===== config.mk =====
export PLATFORM = sky130hd
export DESIGN_NAME = axis_frame_tx
export DESIGN_NICKNAME = d
export VERILOG_FILES = /design/src/rtl/axis_frame_tx.sv
export SDC_FILE = /design/constraint.sdc
export NUM_CORES = 1
export LEC_CHECK = 0
export CAP_MARGIN = 10
export CORE_MARGIN = 10
export CORE_UTILIZATION = 48
export DETAILED_ROUTE_END_ITERATION = 7
export GPL_TIMING_DRIVEN = 0
export PLACE_DENSITY_LB_ADDON = 0.2
export SETUP_SLACK_MARGIN = 0.3
export SYNTH_ARGS = -nofsm -noshare
export SYNTH_HDL_FRONTEND = slang
export SYNTH_SLANG_ARGS = --single-unit

===== constraint.sdc =====
create_clock -name clk -period 2.3 [get_ports clk]
set_clock_uncertainty 0.05 [all_clocks]
set_input_delay 0.69 -clock clk [delete_from_list [all_inputs] [get_ports clk]]
set_output_delay 0.69 -clock clk [all_outputs]
set_load 0.005 [all_outputs]

===== src/rtl/axis_frame_tx.sv =====
// Framed sample transmitter: sign-extends complex 16-bit samples, tags every
// FRAME_LEN-th sample with tlast, and buffers them in a small FIFO toward an AXI-Stream sink.
module axis_frame_tx #(
  parameter int unsigned FRAME_LEN  = 8,
  parameter int unsigned FIFO_DEPTH = 4
) (
  input  logic        clk,
  input  logic        rst_n,
  input  logic        s_valid,
  output logic        s_ready,
  input  logic [15:0] s_re,
  input  logic [15:0] s_im,
  output logic        m_tvalid,
  input  logic        m_tready,
  output logic [31:0] m_tdata_re,
  output logic [31:0] m_tdata_im,
  output logic        m_tlast,
  output logic [15:0] frame_cnt
);

  localparam int unsigned AW       = $clog2(FIFO_DEPTH);
  localparam logic [AW:0] DEPTH_C  = (AW+1)'(FIFO_DEPTH);
  localparam logic [15:0] LAST_IDX = 16'(FRAME_LEN - 1);

  typedef struct packed {
    logic        last;
    logic [15:0] re;
    logic [15:0] im;
  } entry_t;

  entry_t        mem_q [FIFO_DEPTH];
  logic [AW-1:0] wr_ptr_q, wr_ptr_d;
  logic [AW-1:0] rd_ptr_q, rd_ptr_d;
  logic [AW:0]   count_q, count_d;
  logic [15:0]   idx_q, idx_d;
  logic [15:0]   frame_cnt_q, frame_cnt_d;
  logic          run_q;
  logic          push, pop;
  entry_t        head;

  always_comb begin
    // run_q keeps s_ready low while in reset even though the FIFO reads as empty
    s_ready    = run_q && (count_q != DEPTH_C);
    m_tvalid   = (count_q != '0);
    push       = s_valid && s_ready;
    pop        = m_tvalid && m_tready;
    head       = mem_q[rd_ptr_q];
    m_tdata_re = m_tvalid ? {{16{head.re[15]}}, head.re} : '0;
    m_tdata_im = m_tvalid ? {{16{head.im[15]}}, head.im} : '0;
    m_tlast    = m_tvalid && head.last;
    frame_cnt  = frame_cnt_q;

    wr_ptr_d    = push ? wr_ptr_q + AW'(1) : wr_ptr_q;
    rd_ptr_d    = pop  ? rd_ptr_q + AW'(1) : rd_ptr_q;
    count_d     = count_q + (AW+1)'(push) - (AW+1)'(pop);
    idx_d       = idx_q;
    if (push) begin
      idx_d = (idx_q == LAST_IDX) ? '0 : idx_q + 16'd1;
    end
    frame_cnt_d = (pop && head.last) ? frame_cnt_q + 16'd1 : frame_cnt_q;
  end

  always_ff @(posedge clk or negedge rst_n) begin
    if (!rst_n) begin
      wr_ptr_q    <= '0;
      rd_ptr_q    <= '0;
      count_q     <= '0;
      idx_q       <= '0;
      frame_cnt_q <= '0;
      run_q       <= 1'b0;
    end else begin
      wr_ptr_q    <= wr_ptr_d;
      rd_ptr_q    <= rd_ptr_d;
      count_q     <= count_d;
      idx_q       <= idx_d;
      frame_cnt_q <= frame_cnt_d;
      run_q       <= 1'b1;
    end
  end

  // Storage needs no reset: entries are only visible while count_q says they are valid.
  always_ff @(posedge clk) begin
    if (push) begin
      mem_q[wr_ptr_q] <= '{last: (idx_q == LAST_IDX), re: s_re, im: s_im};
    end
  end

endmodule


==> impl_metrics.csv <==
group,metric,value,unit
global_routing,grt_pass1_wl,26880,um
critical_path,crit_path_top_delay_cell,"mux4_2",
outcome,violations,"negative setup slack",
critical_path,required,1560,ps
yosys,ys_ff_latch,172,
yosys,ys_async_sr_fraction,23.26,%
sta,timing.hold.ws,346.2,ps
clock_tree,clockBufferDepth,2,
cells_and_area,fin_area,0.01059,mm2
clock_tree,cts_tree,"built",
cells_and_area,nNetsFinal,689,
cells_and_area,final_common_cell,"edfxtp_1",
clock_tree,clkSinkCount,172,
sta,finalWorstSetupSlack,-525.4,ps
sta,maxSlewViolCount,0,
cells_and_area,n_fill_cell,879,
place,numPortBuffers,118,
drt,wl,18020,um
place,dpl-instance-area,0.008655,mm2
yosys,synth_cells,425,
clock_tree,cts.reportedPaths.clkPinSlew,70,ps
yosys,synth_edf_count,132,
sta,period_share,122.8,%
power_and_ir_drop,power,0.01411,W
clock_tree,clock_latency,430,ps
power_and_ir_drop,peakVddDrop,0.6939,mV
die,initial_core_util,49.16,%
die,die-area,0.02023,mm2
global_routing,antenna_found_initial,0,
run,max_cap_viol_count,0,
global_routing,grt_pass1_vias,4775,
sta,slew_headroom,38.43,%
yosys,ys_seq_area_share,69.23,%
die,io_pins,119,
critical_path,cp_max_fo,6,
place,place_inst,727,
yosys,syn-num-nets,470,
die,die_y,142.2,um
drt,ant_nets,0,
global_routing,grt_start_max_net_pins,41,
power_and_ir_drop,power.density,1333,mW/mm2
clock_tree,h-tree-depth,4,
sta,rsz0062_at_grt,"true",
cells_and_area,drive_above_1_share,47.64,%
sta,finalCriticalPeriod,2825,ps
critical_path,arrival,2090,ps
yosys,synth.avg_cell_area,16.88,um2
drt,drc,0,
place,gp_congestion,0.8167,
yosys,ys_types,38,
drt,wl_per_cell,21.42,um
critical_path,crit_top_cell,"buf_6",
sta,finalSetupViolCount,68,
global_routing,grt_remaining_overflow,0,
die,rows,44,
cells_and_area,area_delta_synth_final,47.61,%
drt,drt_iter0_markers,411,
yosys,netlist_area,0.007172,mm2
clock_tree,clockRootBuffer,"clkbuf_16",
place,dp_hpwl,9385,um
die,chipWidth,142.2,um
sta,timing.fmax,0.3539,GHz
cells_and_area,instances_no_fill,841,
worst_hold_path,worstHoldPathType,"primary input to asynchronous set/reset pin",
drt,first_pass_iters,4,
drt,via_per_inst,5.298,
clock_tree,cts-buffers-inserted,17,
clock_tree,hold_buffers,0,
critical_path,crit_path_end_kind,"output port",
critical_path,path_cells,"buf_8 > mux4_2 > and2_4 > buf_6 > buf_6 > buf_6",
outcome,status,"complete, but fails checks",
cells_and_area,final_cell_mix,"edfxtp_1, buf_6, and2_4",
critical_path,crit_type,"flip-flop to output port",
die,core_area,0.01459,mm2
yosys,ys_warn_count,0,
critical_path,slowest_delay,560,ps
yosys,synth-main-ff-cell,"edfxtp_1",
sta,hold_viol_final,0,
sta,worstMarginPinSlew,923.6,ps
cells_and_area,num_antenna_cells,0,
power_and_ir_drop,power.leakage,4.253,nW
critical_path,start_kind,"flip-flop",
global_routing,track_usage,17.40,%
drt,vias,4456,
## synthesized netlist by cell type (2+ instances only)
cell,instances,area share [%]
and2_1,38,3.3
and3_1,3,0.26
buf_2,6,0.42
buf_4,32,3.3
clkbuf_1,7,0.37
dfrtp_1,40,14
edfxtp_1,132,55
ha_1,8,1.4
inv_1,11,0.58
mux4_2,33,10
nand2_1,18,0.94
nand2b_1,2,0.17
nand3_1,12,0.84
nand4_1,8,0.70
nor2_1,7,0.37
nor3_1,9,0.63
nor4_1,3,0.26
o21ai_0,5,0.35
o2bb2ai_1,3,0.37
o311a_1,2,0.28
xnor2_1,17,2.1
xor2_1,13,1.6
## flip-flops by register name, indices dropped and copies added (netlist names)
register,count
count_q,3
frame_cnt,16
idx_q,16
mem_q,132
rd_ptr_q,2
run_q,1
wr_ptr_q,2
## layer usage
layer  track usage [%]  part of all wire (%)
met1             20.64                    40
met2             29.41                    52
met3             5.441                   6.4
met4             5.810                   1.7
met5                 0                     0
## metrics by stage
stage	TNS, ps	utilization (%)	setup WS, ps
4_1_cts	-27520	70.18	-498.4
3_5_place_dp	-86990	59.32	-490.1
6_report	-29720	72.56	-525.4
2_1_floorplan	-63.07	-	-63.07
3_3_place_gp	-97540	59.36	-484.3
5_1_grt	-33650	72.56	-569.5
## critical path: cells and delay by family, from the launching register on
family,cells,cell delay [ps]
mux,1,560
simple gates,1,210
buf+inv,4,480
flops,1,390
## repair_timing
action                                  in CTS  in global routing
endpoints found under the hold margin        0                  0
cloned                                      14                  1
resized for setup                          433                 49
buffers inserted                            54                 13
pin swaps                                   47                 14
endpoints found under the setup margin     218                216
## area by class of cell
cell class,instances,area [um2],area share [%]
clock inverter,13,131.4,1.241
multi-input combinational,204,2126,20.08
inverter,11,41.29,0.3900
tap,184,230.2,2.175
sequential,172,4967,46.92
timing repair buffer,191,2111,19.94
clock buffer,19,432.9,4.089
buffer,47,546.8,5.165
## cell families (layout without fill, tap and decap cells)
kind of cell / Yosys count / in the layout / synth area share, %
XOR/XNOR: 30 / 30 / 3.664
multiplexers: 34 / 34 / 10.52
AO/OA/AOI/OAI: 13 / 13 / 1.274
flip-flops: 172 / 172 / 69.23
other: 1 / 1 / 0.05229
AND/OR/NAND/NOR: 108 / 117 / 8.671
adder cells (fa/ha/maj): 9 / 9 / 1.675
buffers and inverters: 58 / 281 / 4.920
## path summary, 6_finish.rpt
kind                       cells after the start                        to  slack (ps)                    start
max                                            6            m_tdata_im[29]        -530  rd_ptr_q[0]$_DFFE_PN0P_
min                                            1  frame_cnt[1]$_DFFE_PN0P_         350                    rst_n
max reg2reg                                   11      count_q[2]$_DFF_PN0_        -270     count_q[2]$_DFF_PN0_
min reg2reg                                    1     idx_q[15]$_DFFE_PN0P_         430    idx_q[15]$_DFFE_PN0P_
max in group asynchronous                      1  frame_cnt[0]$_DFFE_PN0P_        1230                    rst_n
min in group clk                               1     idx_q[15]$_DFFE_PN0P_         430    idx_q[15]$_DFFE_PN0P_
## power by group
group / internal [W] / total [W] / switching, W
logic: 0.00472 / 0.00738 / 0.00266
clock network: 0.00152 / 0.00276 / 0.00124
registers: 0.00377 / 0.00397 / 0.000204
No activity file was read; power rests on OpenSTA's default activity.
==> RTL change, RTL diff (config.mk and constraints unchanged) <==
Compare `idx_q` against `LAST_IDX` with >= in place of ==.
--- a/src/rtl/axis_frame_tx.sv
+++ b/src/rtl/axis_frame_tx.sv
@@ -55,7 +55,7 @@
     count_d     = count_q + (AW+1)'(push) - (AW+1)'(pop);
     idx_d       = idx_q;
     if (push) begin
-      idx_d = (idx_q == LAST_IDX) ? '0 : idx_q + 16'd1;
+      idx_d = (idx_q >= LAST_IDX) ? '0 : idx_q + 16'd1;
     end
     frame_cnt_d = (pop && head.last) ? frame_cnt_q + 16'd1 : frame_cnt_q;
   end
Behaviour: same outputs for any inputs over 10 cycles, from zero or initial values and one cycle with rst_n low; that may be too few to reach the edited logic, so the function may still have changed.
==> RTL change against the unedited design <==
The flow still finishes with violations (setup timing). Total power is 5.3% higher. Area after synthesis fell by 1.2%. Critical path depth up 1. Setup slack got worse by 0.13 ns. Wire length increased by 14%. Sequential cell count stayed put. Cell area increased by 2.7%.
==> RTL change: results (changes against the unedited design) <==
outcome finished, violations left (unchanged); failing checks setup timing (unchanged); Worst Hold Slack 0.3404 ns (was 0.3462 ns); Layout Nets 705 (was 689); dpl cells 719 (was 727); final setup TNS -35.48 ns (was -29.72 ns); leak pwr 4.420 nW (was 4.253 nW); Setup-failing EPs final 73 (was 68); Placement Setup Slack -0.5643 ns (was -0.4901 ns); met3 WL 1161 microns (was 1156 microns); DRT iter0 DRCs 451 (was 411); Worst-Skew Late Latency 0.45 ns (was 0.43 ns); met2 routed WL 11,100 microns (was 9401 microns); DR pass1 iterations 5 (was 4); grt met3 use 4.406% (was 5.441%); gr usage total 18.49% (was 17.40%); Synth Instances 417 (was 425); met2 usage 32.16% (was 29.41%); R2R setup slack -0.29 ns (was -0.27 ns); Netlist cell types 36 (was 38); Largest register FFs 132 (unchanged); top cells by area, synth edfxtp_1 56%, dfrtp_1 14%, mux4_2 10% (was edfxtp_1 55%, dfrtp_1 14%, mux4_2 10%); PnR worst setup slack -0.6564 ns (was -0.5254 ns); register area share after synthesis 70.07% (was 69.23%); Synth Net Count 462 (was 470); vias per inst 5.527 (was 5.298); dpl hpwl 9476 microns (was 9385 microns); worst-margin pin slew 0.9836 ns (was 0.9236 ns); final wirelength 20,470 microns (was 18,020 microns); Commonest cells post-synth 132 x edfxtp_1, 41 x and2_1, 40 x dfrtp_1, 33 x mux4_2, 32 x buf_4 (was 132 x edfxtp_1, 40 x dfrtp_1, 38 x and2_1, 33 x mux4_2, 32 x buf_4); fraction of layout cells with a size suffix above 1 50.97% (was 47.64%); M1 WL 7733 microns (was 7148 microns); crit path DAT 2.22 ns (was 2.09 ns); GP Congestion 0.7594 (was 0.8167); first-pass GRT wire length 28,390 microns (was 26,880 microns); met1 GRT Util 21.78% (was 20.64%); wire per inst 23.89 microns (was 21.42 microns)
## RTL change: changes by cell type after synthesis, sizes merged, moves of 4 or more
cell | before | now
nand3 | 13 | 5
xnor2 | 17 | 12
nor2 | 7 | 19
xor2 | 13 | 8
a41oi | 0 | 4
a21oi | 1 | 5
nor3 | 10 | 5
nand2 | 18 | 12
## RTL change: cells by family (layout without fill, tap and decap cells)
group,count (synthesis),after routing,synth area share [%]
AO/OA/AOI/OAI,18,18,1.801
XOR/XNOR,20,20,2.472
adder cells (fa/ha/maj),9,9,1.695
buffers and inverters,57,303,4.980
flip-flops,172,172,70.07
multiplexers,34,34,10.70
other,1,1,0.05292
AND/OR/NAND/NOR,106,116,8.229
## RTL change: report_power, final
part | switching, mW | internal [mW] | leakage (nW)
combinational | 2.91 | 5.26 | 2.45
clock | 1.16 | 1.57 | 0.262
sequential | 0.195 | 3.77 | 1.71
total | 4.26 | 10.6 | 4.42
## RTL change: timing repair
| item | CTS | global route |
|---|---|---|
| cloned | 15 | 2 |
| pin swaps | 47 | 23 |
| hold buffers | 0 | 0 |
| gates resized for setup | 459 | 59 |
| endpoints found under the setup margin | 220 | 200 |
| setup buffers | 70 | 19 |
## RTL change: path summary, 6_finish.rpt
path / endpoint / cells after the start / start
worst max-delay path: m_tdata_im[31] / 7 / rd_ptr_q[0]
worst min-delay path: frame_cnt[14] / 1 / rst_n
worst max register to register: count_q[2] / 12 / count_q[2]
worst min register to register: frame_cnt[15] / 1 / frame_cnt[15]
max in group asynchronous: count_q[1] / 1 / rst_n
min in group clk: frame_cnt[15] / 1 / frame_cnt[15]
## RTL change: area by class of cell
cell class,count,area [sq um]
clock buffer,21,440.4
multi-input combinational,198,2137
fill,801,3611
clock inverter,11,101.3
sequential,172,4967
tap,184,230.2
timing repair buffer,214,2371
inverter,10,40.04
buffer,47,580.6
